`src/rtl/cpu_arith_pkg.sv`:
```
// Shared definitions for the multicycle arithmetic units (divider and multiplier).
// Holds the divider state encoding, iteration constants and a small state helper.
package cpu_arith_pkg;

  // One restoring step per operand bit.
  localparam int DIV_ITER  = 32;
  localparam int DIV_CNT_W = $clog2(DIV_ITER);

  // Divider sequencing states.
  typedef enum logic [2:0] {
    IDLE = 3'd0,
    LOAD = 3'd1,
    RUN  = 3'd2,
    FIX  = 3'd3,
    DONE = 3'd4
  } div_state_t;

  // True while an accepted operation is still being worked on.
  // DONE is not busy: the done pulse is being issued from it.
  function automatic logic div_state_busy(input div_state_t s);
    return (s == LOAD) || (s == RUN) || (s == FIX);
  endfunction

endpackage

```
`src/rtl/div_step.sv`:
```
// One restoring-division iteration, purely combinational.
// Shifts the next dividend bit into the partial remainder, trial-subtracts the
// divisor and shifts the resulting quotient bit into the quotient LSB.
module div_step
  import cpu_arith_pkg::*;
#(
  parameter int WIDTH = DIV_ITER
) (
  input  logic [WIDTH-1:0] rem_in,
  input  logic [WIDTH-1:0] quo_in,
  input  logic [WIDTH:0]   divisor,
  output logic [WIDTH-1:0] rem_out,
  output logic [WIDTH-1:0] quo_out
);

  logic [WIDTH:0]   shifted;
  logic [WIDTH-1:0] diff;
  logic             fits;

  // Trial subtraction. The incoming remainder is always below the divisor, so the
  // shifted value needs one extra bit and any accepted difference fits in WIDTH bits.
  always_comb begin
    shifted = {rem_in, quo_in[WIDTH-1]};
    fits    = (shifted >= divisor);
    diff    = shifted[WIDTH-1:0] - divisor[WIDTH-1:0];
    rem_out = fits ? diff : shifted[WIDTH-1:0];
    quo_out = {quo_in[WIDTH-2:0], fits};
  end

endmodule

```
`src/rtl/div_unit.sv`:
```
// Multicycle 32-bit integer divider, responder on the control unit's start/done
// handshake. Quotient goes to lo_out, remainder to hi_out, and a zero divisor is
// reported on div_zero alongside the done pulse.
// Optional build macro DIV_UNSIGNED_EN adds the div_unsigned input for divu.
module div_unit
  import cpu_arith_pkg::*;
#(
  parameter int WIDTH = DIV_ITER
) (
  input  logic             clk,
  input  logic             reset,
  input  logic             div_control,
`ifdef DIV_UNSIGNED_EN
  input  logic             div_unsigned,
`endif
  input  logic [WIDTH-1:0] A_in,
  input  logic [WIDTH-1:0] B_in,
  output logic [WIDTH-1:0] hi_out,
  output logic [WIDTH-1:0] lo_out,
  output logic             div_end,
  output logic             div_zero,
  output logic             div_busy
);

  localparam int CNT_W = $clog2(WIDTH);

  div_state_t       state;
  logic [CNT_W-1:0] cnt;

  // Operands captured on the accepting edge; the control unit may change A/B afterwards.
  logic [WIDTH-1:0] a_q;
  logic [WIDTH-1:0] b_q;
  logic             uns_q;
  logic             uns_in;

  // Working registers. The divisor magnitude carries an extra bit so that the
  // magnitude of the most negative value never overflows.
  logic [WIDTH-1:0] rem_q;
  logic [WIDTH-1:0] quo_q;
  logic [WIDTH:0]   dvs_q;
  logic             neg_quo_q;
  logic             neg_rem_q;
  logic             zero_q;

  logic             sign_a;
  logic             sign_b;
  logic [WIDTH-1:0] abs_a;
  logic [WIDTH:0]   abs_b;
  logic [WIDTH-1:0] step_rem;
  logic [WIDTH-1:0] step_quo;

`ifdef DIV_UNSIGNED_EN
  assign uns_in = div_unsigned;
`else
  assign uns_in = 1'b0;
`endif

  // Sign handling is suppressed for unsigned operations so no abs/negate takes place.
  // The magnitude of 0x80000000 is 0x80000000 read as unsigned, which fits.
  always_comb begin
    sign_a = a_q[WIDTH-1] & ~uns_q;
    sign_b = b_q[WIDTH-1] & ~uns_q;
    abs_a  = sign_a ? -a_q : a_q;
    abs_b  = {1'b0, (sign_b ? -b_q : b_q)};
  end

  div_step #(.WIDTH(WIDTH)) u_step (
    .rem_in  (rem_q),
    .quo_in  (quo_q),
    .divisor (dvs_q),
    .rem_out (step_rem),
    .quo_out (step_quo)
  );

  assign div_busy = div_state_busy(state);

  // Sequencer and datapath: capture, magnitude load, 32 restoring steps, sign fix-up,
  // then a single done pulse. hi_out/lo_out are only ever written in FIX.
  always_ff @(posedge clk or negedge reset) begin
    if (!reset) begin
      state     <= IDLE;
      cnt       <= '0;
      a_q       <= '0;
      b_q       <= '0;
      uns_q     <= 1'b0;
      rem_q     <= '0;
      quo_q     <= '0;
      dvs_q     <= '0;
      neg_quo_q <= 1'b0;
      neg_rem_q <= 1'b0;
      zero_q    <= 1'b0;
      hi_out    <= '0;
      lo_out    <= '0;
      div_end   <= 1'b0;
      div_zero  <= 1'b0;
    end else begin
      div_end  <= 1'b0;
      div_zero <= 1'b0;
      case (state)
        IDLE: begin
          if (div_control) begin
            a_q   <= A_in;
            b_q   <= B_in;
            uns_q <= uns_in;
            state <= LOAD;
          end
        end
        LOAD: begin
          if (b_q == '0) begin
            zero_q <= 1'b1;
            state  <= DONE;
          end else begin
            zero_q    <= 1'b0;
            quo_q     <= abs_a;
            dvs_q     <= abs_b;
            rem_q     <= '0;
            neg_quo_q <= sign_a ^ sign_b;
            neg_rem_q <= sign_a;
            cnt       <= CNT_W'(WIDTH - 1);
            state     <= RUN;
          end
        end
        RUN: begin
          rem_q <= step_rem;
          quo_q <= step_quo;
          if (cnt == '0) begin
            state <= FIX;
          end else begin
            cnt <= cnt - CNT_W'(1);
          end
        end
        FIX: begin
          lo_out <= neg_quo_q ? -quo_q : quo_q;
          hi_out <= neg_rem_q ? -rem_q : rem_q;
          state  <= DONE;
        end
        DONE: begin
          div_end  <= 1'b1;
          div_zero <= zero_q;
          state    <= IDLE;
        end
        default: begin
          state <= IDLE;
        end
      endcase
    end
  end

endmodule

```
`config.mk`:
```
export PLATFORM = sky130hd
export DESIGN_NAME = div_unit
export DESIGN_NICKNAME = d
export VERILOG_FILES = /design/src/rtl/cpu_arith_pkg.sv /design/src/rtl/div_step.sv /design/src/rtl/div_unit.sv
export SDC_FILE = /design/constraint.sdc
export NUM_CORES = 1
export LEC_CHECK = 0
export CAP_MARGIN = 20
export CORE_ASPECT_RATIO = 1.1
export CORE_MARGIN = 3
export CORE_UTILIZATION = 58
export CTS_CLUSTER_SIZE = 8
export DETAILED_ROUTE_END_ITERATION = 6
export PLACE_DENSITY = 0.81
export SLEW_MARGIN = 20
export SYNTH_ARGS = -nofsm -noshare
export SYNTH_HDL_FRONTEND = slang
export SYNTH_SLANG_ARGS = --single-unit
```
`constraint.sdc`:
```
create_clock -name clk -period 3.7 [get_ports clk]
set_input_delay 0.555 -clock clk [delete_from_list [all_inputs] [get_ports clk]]
set_output_delay 0.555 -clock clk [all_outputs]
set_load 0.01 [all_outputs]
```
Word level (Yosys, flattened, before mapping)
Index checks and enable logic that the tools add are counted.

word-level totals
  register bits = 237
  input port bits = 67
  logic and storage cells = 61

operators by class
  add/subtract/negate cells = 6
  order comparisons = 1
  equality and inequality tests = 8
  muxes and demuxes = 19
  bitwise gates (word level) = 2
  reductions and logical operators = 11

operators with widths
  kind                   count
  $mux W32               7
  $neg A32 Y32           4
  $pmux W32 S2           2
  $ge A33 B32 Y1         1
  $logic_not A32 Y1      1
  $sub A32 B32 Y32       1
  $pmux W3 S4            1
  $mux W5                2
  $pmux W5 S2            1
  $mux W3                3
  $reduce_and A2 Y1      4
  $eq A3 B2 Y1 const B   2
  $ne A2 B2 Y1 const B   3
  $logic_not A5 Y1       1
  $sub A5 B1 Y5 const B  1
  $eq A3 B1 Y1 const B   1
  $eq A3 B3 Y1 const B   1
  $logic_not A3 Y1       1
  $mux W1                3
  $reduce_and A3 Y1      1
  $logic_or A1 B1 Y1     2
  $ne A2 B1 Y1 const B   1
  $reduce_bool A2 Y1     1
  $not A1 Y1             1
  $xor A1 B1 Y1          1

Depth between registers and ports, before layout
  depth in word-level cells = 4
  mapped depth = 14
  gate-level depth less buffers = 13

Cells and area by module
A second synthesis with hierarchy kept.

second synthesis, totals
  cell total of the unflattened synthesis = 1,488
  area total of the unflattened synthesis = 14,228.6 um^2

by module, submodules not included
  module    times used  cells each  area an instance (um^2)  seq. area each (um^2)
  div_unit  1           1,146       11,569.8                 5,930.7
  div_step  1           342         2,658.8                  0.0

Least setup slack after synthesis
Ideal clock, no wire load.

  kind = register to register
  start point = reg quo_q[31]
  end point = reg rem_q[30]
  setup time = 127 ps
  data arrival time = 3,009 ps
  required time = 3,573 ps
  setup slack = 565 ps
  cell stages (with the launch flop) = 14
  path buffers = 0
  period minus slack after synthesis = 3,135 ps
  path through = dfrtp_1 > inv_1 > ha_1 > inv_1 > fa_1 > a21oi_1 > o21ai_0 > a311oi_1 > o211ai_1 > a221o_1 > a221o_1 > and3b_1 > o31ai_1 > a21oi_1

between the ends
  longest elaborated chain between the ends = 3
  elaborated cells between the ends (all ways) = 4
  classes of those cells = 1 x add/sub; 1 x order compare; 2 x mux

RTL lines
  what                                                RTL line                        source
  start, declared                                     div_unit.sv:39                  logic [WIDTH-1:0] quo_q;
  start signal, assigned                              div_unit.sv:114                 quo_q <= abs_a;
  start signal, assigned                              div_unit.sv:125                 quo_q <= step_quo;
  $sub A32 B32 Y32 or $ge A33 B32 Y1 (tied branches)  div_step.sv:25, div_step.sv:24
  $mux W32 (*)                                        div_step.sv:26                  rem_out = fits ? diff : shifted[WIDTH-1:0];
  $pmux W32 S2 (*)                                    div_unit.sv:99                  case (state)
  end signal, assigned                                div_unit.sv:124                 rem_q <= step_rem;
  end, declared                                       div_unit.sv:38                  logic [WIDTH-1:0] rem_q;

Mark *: on every way between the ends. The rest lies on a longest branch, timed or not.
A chain may end at the register's enable or synchronous reset.

Worst setup path after layout
Same ends and word-level chain as after synthesis.

==> run metrics <==
n_diodes 0; asr flop ratio synth 1.000; design area approximately 16000 µm²; Max Buffers Root-to-Sink 3; r2r worst-path depth 14; Clk pwr share 0.163; clk slew on worst S/H paths around 50 ps; DP Worst Slack between 400 and 500 ps; initial antenna violation count 0; Leak between 0.006 and 0.007 µW; H-tree levels 2; RD Place Congestion 0.8996; Post-Place Cells about 1900; hold buffers post-CTS 0; syn_nets 1577; Die Wd 151.8 µm; Via density 5.927; largest net degree at the start of global routing roughly 130; status completed; min-delay worst type in -> async; Cell Area, Synth ~14000 µm²; Max-slew headroom 0.3390; Syn-to-layout area delta 19.27%; root buffer cell clkbuf_16; Critical Path End Type flip-flop; FF-to-FF Start quo_q[31]$_DFFE_PN0P_; switch share 0.4368; total track usage 0.2614; Post-CTS Resized 0; fmax around 300 MHz; IO Pins ~130; Worst Setup Start Kind flip-flop; DR DRC count 0; Max-Cap Viols 0; actual slew at the worst max-slew pin ~1000 ps; synthesized area per cell 9.216 µm²; Final Instance Count excl. Fillers 1890; WL/cell about 17 µm; synthesized flop and latch total between 200 and 250; first drt pass iteration count 5; clk sinks 237; die area 25250 µm²; Post-CTS Setup Bufs 0; RSZ-0062 raised after global routing no; Critical Path AT 3700 ps; post-synth top area cell dfrtp_1; final net count ~1700; sequential element share of the synthesized area 0.4375; initial core utilization 0.5912; switching power 7533 µW; Setup Skew about 22 ps; combinational share of power 0.531; Seq pwr share 0.306; reg-to-reg endpoint rem_q[30]$_DFFE_PN0P_; PD cells about 1100 nW/µm²; Slew Viols, Final 0; most common flop cell mapped by yosys dfrtp_1; Ys Warns 0; TritonCTS clock tree yes; R2R Setup Slk 390 ps; worst setup margin between 300 and 400 ps; area post-placement about 15000 µm²; Yosys top cell area share 0.4375; Core ar. 22930 µm²; TNS Setup 0 ps; Cell Int Power around 9700 µW; VDD IR max roughly 0.56 mV; layout cell share with drive strength beyond 1 0.1006; port bufs ~130; CTS Buf Count 35; routed vias 11202; WP data required between 4000 and 5000 ps; Die H around 170 µm; Syn Inst Count approximately 1500; number of synthesized flops with an enable pin 0; HPWL after DPL about 24 mm; WL final 32.98 mm; period utilization 0.8954; Row Count between 50 and 60; Post-DRT Antenna Nets 0; Critical Setup Path Class reg -> reg; minimum clock period roughly 3300 ps; vias in the first global route about 11000; global route overflow 0; clock latency on the worst-skew pair ~510 ps; Initial DRC Count about 830; CP Max Fanout 4; Setup violations, final 0; WHS 68.38 ps; Yosys cell types 71; first-pass GRT wire length 53.95 mm; Area contributors post-synth dfrtp_1 (44%), o21ai_0 (6.7%), xor2_1 (6.1%); hold violation count in the final report 0
==> per-stage QoR <==
stage / power, µW / util
after floorplan: 11490 / -
after global placement: 14000 / 0.6636
after detailed placement: 14270 / 0.6636
after CTS: 17220 / 0.7047
after global routing: 18670 / 0.7051
final: 17250 / 0.7051
==> cells in the final DEF, fill, tap and decap left out, types with 4 or more instances in the layout <==
master,netlist,routed
o21bai_1,7,7
buf_12,0,4
mux2_2,63,63
nor2_1,71,69
o31ai_1,36,36
a21oi_1,63,63
a21o_1,14,14
o41ai_1,15,15
o21ai_0,181,181
or4_4,4,4
nor2b_1,6,6
a221o_1,4,4
clkbuf_16,0,36
a31oi_1,10,10
nand3_1,45,45
and3_1,6,6
xor2_1,94,94
ha_1,38,38
dfrtp_1,237,237
buf_4,1,23
o22ai_1,13,13
inv_1,60,60
nand4_1,7,7
o21a_1,4,4
or4_1,14,14
or2_2,4,4
or3_1,13,13
nand2b_1,14,13
nor4_1,11,11
xnor2_1,49,49
o21ai_1,21,21
mux2i_1,15,15
nor3_1,14,14
clkdlybuf4s50_1,0,132
nand2_1,203,202
==> cells by family (layout without fill, tap and decap cells) <==
logic type	count (synthesis)	count (layout)	share of synthesized area
compound gates	394	394	0.1733
mux	78	78	0.06341
xor+xnor	143	143	0.09239
buf+inv	142	261	0.04126
fa+ha+maj	39	39	0.03655
flops	237	237	0.4375
simple gates	438	438	0.1556
==> Yosys cell counts (4+ instances only) <==
cell type	instances
dfrtp_1	237
nand2_1	203
o21ai_0	181
xor2_1	94
nor2_1	71
clkbuf_1	64
a21oi_1	63
mux2_2	63
inv_1	60
xnor2_1	49
nand3_1	45
ha_1	38
o31ai_1	36
o21ai_1	21
mux2i_1	15
o41ai_1	15
a21o_1	14
nand2b_1	14
nor3_1	14
or4_1	14
o22ai_1	13
or3_1	13
buf_2	12
nor4_1	11
a31oi_1	10
nand4_1	7
o21bai_1	7
and3_1	6
nor2b_1	6
a221o_1	4
o21a_1	4
or2_2	4
or4_4	4
==> cell type report <==
class                      count  area, µm²
clock buffer                  38      918.4
clock inverter                 2      25.02
fill                        1772       6763
inverter                      61      229.0
multi-input combinational   1092       7102
sequential                   237       5931
tap                          300      375.4
timing repair buffer         160       1589
==> worst max path at each step <==
stage	startpoint	to	slack, ps	cells after the start
after floorplan	quo_q[31]$_DFFE_PN0P_	rem_q[30]$_DFFE_PN0P_	560	13
after global placement	quo_q[31]$_DFFE_PN0P_	rem_q[30]$_DFFE_PN0P_	450	14
after detailed placement	quo_q[31]$_DFFE_PN0P_	rem_q[30]$_DFFE_PN0P_	440	14
after CTS	quo_q[31]$_DFFE_PN0P_	rem_q[30]$_DFFE_PN0P_	410	14
after global routing	quo_q[31]$_DFFE_PN0P_	rem_q[30]$_DFFE_PN0P_	130	14
final	quo_q[31]$_DFFE_PN0P_	rem_q[30]$_DFFE_PN0P_	390	14
==> sequential cells by signal, indices dropped and copies added, names as in the netlist, 3 cells and up <==
name,cells
lo_out,32
state,3
b_q,32
hi_out,32
rem_q,32
cnt,5
a_q,32
quo_q,32
dvs_q,32
==> worst max-delay path: stages, from the launching register on <==
cell and delay (ps):
dfrtp_1 390, inv_1 110, ha_1 160, inv_1 50, fa_1 400, a21oi_1 200
o21ai_0 130, a311oi_1 300, buf_4 190, o211ai_1 100, a221o_1 370, a221o_1 350
and3b_1 180, o31ai_1 180, a21oi_1 100
==> metal layers <==
layer	GRT usage	wire, µm	vias to the layer above
li1	-	-	5416
met1	0.4026	15510	5376
met2	0.3919	14720	376
met3	0.04640	2320	34
met4	0.05158	425	0
met5	0	0	-
==> power by group through the flow <==
stage	Clock (µW)	Combinational, µW	Sequential [µW]
finish	2810	9160	5280
global route	2970	10200	5460
CTS	2860	9120	5240
detailed placement	0	9000	5270
global placement	0	8810	5180
floorplan	0	6540	4960
No activity file was read; power rests on OpenSTA's default activity.
==> patch (same settings) <==
Register the output `hi_out` once more; this adds one clock of latency there. The other outputs are not delayed to match.
--- a/src/rtl/div_unit.sv
+++ b/src/rtl/div_unit.sv
@@ -23,6 +23,8 @@
 );
 
   localparam int CNT_W = $clog2(WIDTH);
+
+  logic [WIDTH-1:0] hi_s0;
 
   div_state_t       state;
   logic [CNT_W-1:0] cnt;
@@ -89,7 +91,7 @@
       neg_quo_q <= 1'b0;
       neg_rem_q <= 1'b0;
       zero_q    <= 1'b0;
-      hi_out    <= '0;
+      hi_s0     <= '0;
       lo_out    <= '0;
       div_end   <= 1'b0;
       div_zero  <= 1'b0;
@@ -131,7 +133,7 @@
         end
         FIX: begin
           lo_out <= neg_quo_q ? -quo_q : quo_q;
-          hi_out <= neg_rem_q ? -rem_q : rem_q;
+          hi_s0 <= neg_rem_q ? -rem_q : rem_q;
           state  <= DONE;
         end
         DONE: begin
@@ -146,5 +148,9 @@
     end
   end
 
+  always_ff @(posedge clk) begin
+    hi_out <= hi_s0;
+  end
+
 endmodule
 
Check against the original RTL: same outputs for any inputs over 10 cycles, from zero or initial values and one cycle with reset low; that may be too few to reach the edited logic, so the function may still have changed.
==> patch against the unedited design <==
- sequential power up 9.7%
- design area increased by 3.3%
- routed wire length decreased by 1.1%
- synthesized cell count grew 1.5%
- non-clock buffer count down 8
- global-route usage is 1.1 points lower
- sequential cell count rose by 32
- synthesized area grew 3.5%
- sequential share of layout area increased by 2.7 points
- clock skew down 6.1 ps
- total power up 1.5%
- setup slack worse by 180 ps
- critical path type unchanged
- highest routed layer unchanged
==> patch: results (changes against the unedited design) <==
* Setup crit start: b_q[18]
* Synth top cells by count: dfrtp_1, o21ai_0, nand2_1, nor2_1, xor2_1
* Post-synth ARST share at 88.1% (-12 points)
* Leakage power at 6.98 nW (+0.40%)
* R2R setup slack at 200 ps (-180 ps)
* Post-route clock skew at 16.2 ps (-6.12 ps)
* HPWL Detailed at 23300 um (-1.8%)
* Worst path arrival time at 3890 ps (+190 ps)
* Reg2reg path depth at 11 (-3)
* Crit-path slowest cell: or4_4
* Vias per cell at 5.85 (-1.3%)
* Routed wire per std cell at 16.9 um (-3.0%)
* DRT iter0 DRCs at 864 (+3.7%)
* Placer congestion estimate at 0.949 (+5.5%)
* Largest net degree at the start of global routing at 129 (+0.78%)
* Status: finished clean
* Vias in the first global route at 10862 (+3.0%)
* Met1 global-route usage at 37.0% (-3.3 points)
* Critical Path End: cnt[4]
* GRT met2 Usage at 38.5% (-0.68 points)
* Clock buffer count from CTS at 39 (+11%)
* Seq/Total Area, Yosys at 46.9% (+3.1 points)
* GRT Overall Usage at 25.0% (-1.1 points)
* Crit path max-delay family: simple AND/OR/NAND/NOR gates
* Layout cells sized above 1 at 8.94% (-1.1 points)
* Synthesized net count at 1599 (+1.4%)
* Netlist cell types at 62 (-13%)
* M3 GR Usage at 3.96% (-0.68 points)
patch: changes by cell type after synthesis, moves of 13 or more:
cell | before | now
dfxtp_1 | 0 | 32
o21ai_0 | 181 | 212
nor2_1 | 71 | 93
o21ai_1 | 21 | 6
xnor2_1 | 49 | 62
patch: worst min path at each step:
stage	end	slack, ps	cells past startpoint
floorplan	a_q[0]	260	0
global placement	hi_out[24]	350	0
detailed placement	hi_out[27]	350	0
CTS	hi_s0[11]	20	1
global route	hi_s0[11]	30	1
finish	hi_s0[11]	1	1
patch: logic make-up after synthesis:
family | share of synthesized area (%)
muxes | 5.67
xor gates and xnor gates | 9.12
AOI/OAI and AO/OA | 16.6
buffers and inverters | 3.76
adders and majority gates | 3.53
and+or+nand+nor | 14.4
DFF | 46.9
patch: cell type report:
cell class / count / area share, %
Timing Repair Buffer: 152 / 9.15
Clock inverter: 3 / 0.180
Clock buffer: 54 / 6.31
Inverter: 51 / 1.15
Tap cell: 305 / 2.28
Sequential cell: 269 / 39.3
Multi-Input combinational cell: 1093 / 41.6
patch: metal layers:
| metal | wire length [um] | share of wire (%) |
|---|---|---|
| met5 | 0 | 0 |
| met4 | 711 | 2.2 |
| met3 | 2450 | 7.5 |
| met2 | 14600 | 45 |
| met1 | 14900 | 46 |
patch: metrics by stage:
step	cells	power [W]	cell area, um^2	setup slack, ps
floorplan	1493	0.0116	14000	578
global placement	1869	0.0139	15600	278
detailed placement	1869	0.0142	15600	201
CTS	1926	0.0175	16700	200
global route	1927	0.0189	16700	1.65
finish	1927	0.0175	16700	203
patch: power breakdown:
part	internal [W]	total [W]	switching (W)
clock network	0.00195	0.00317	0.00121
logic	0.00387	0.00855	0.00468
registers	0.00431	0.00579	0.00148
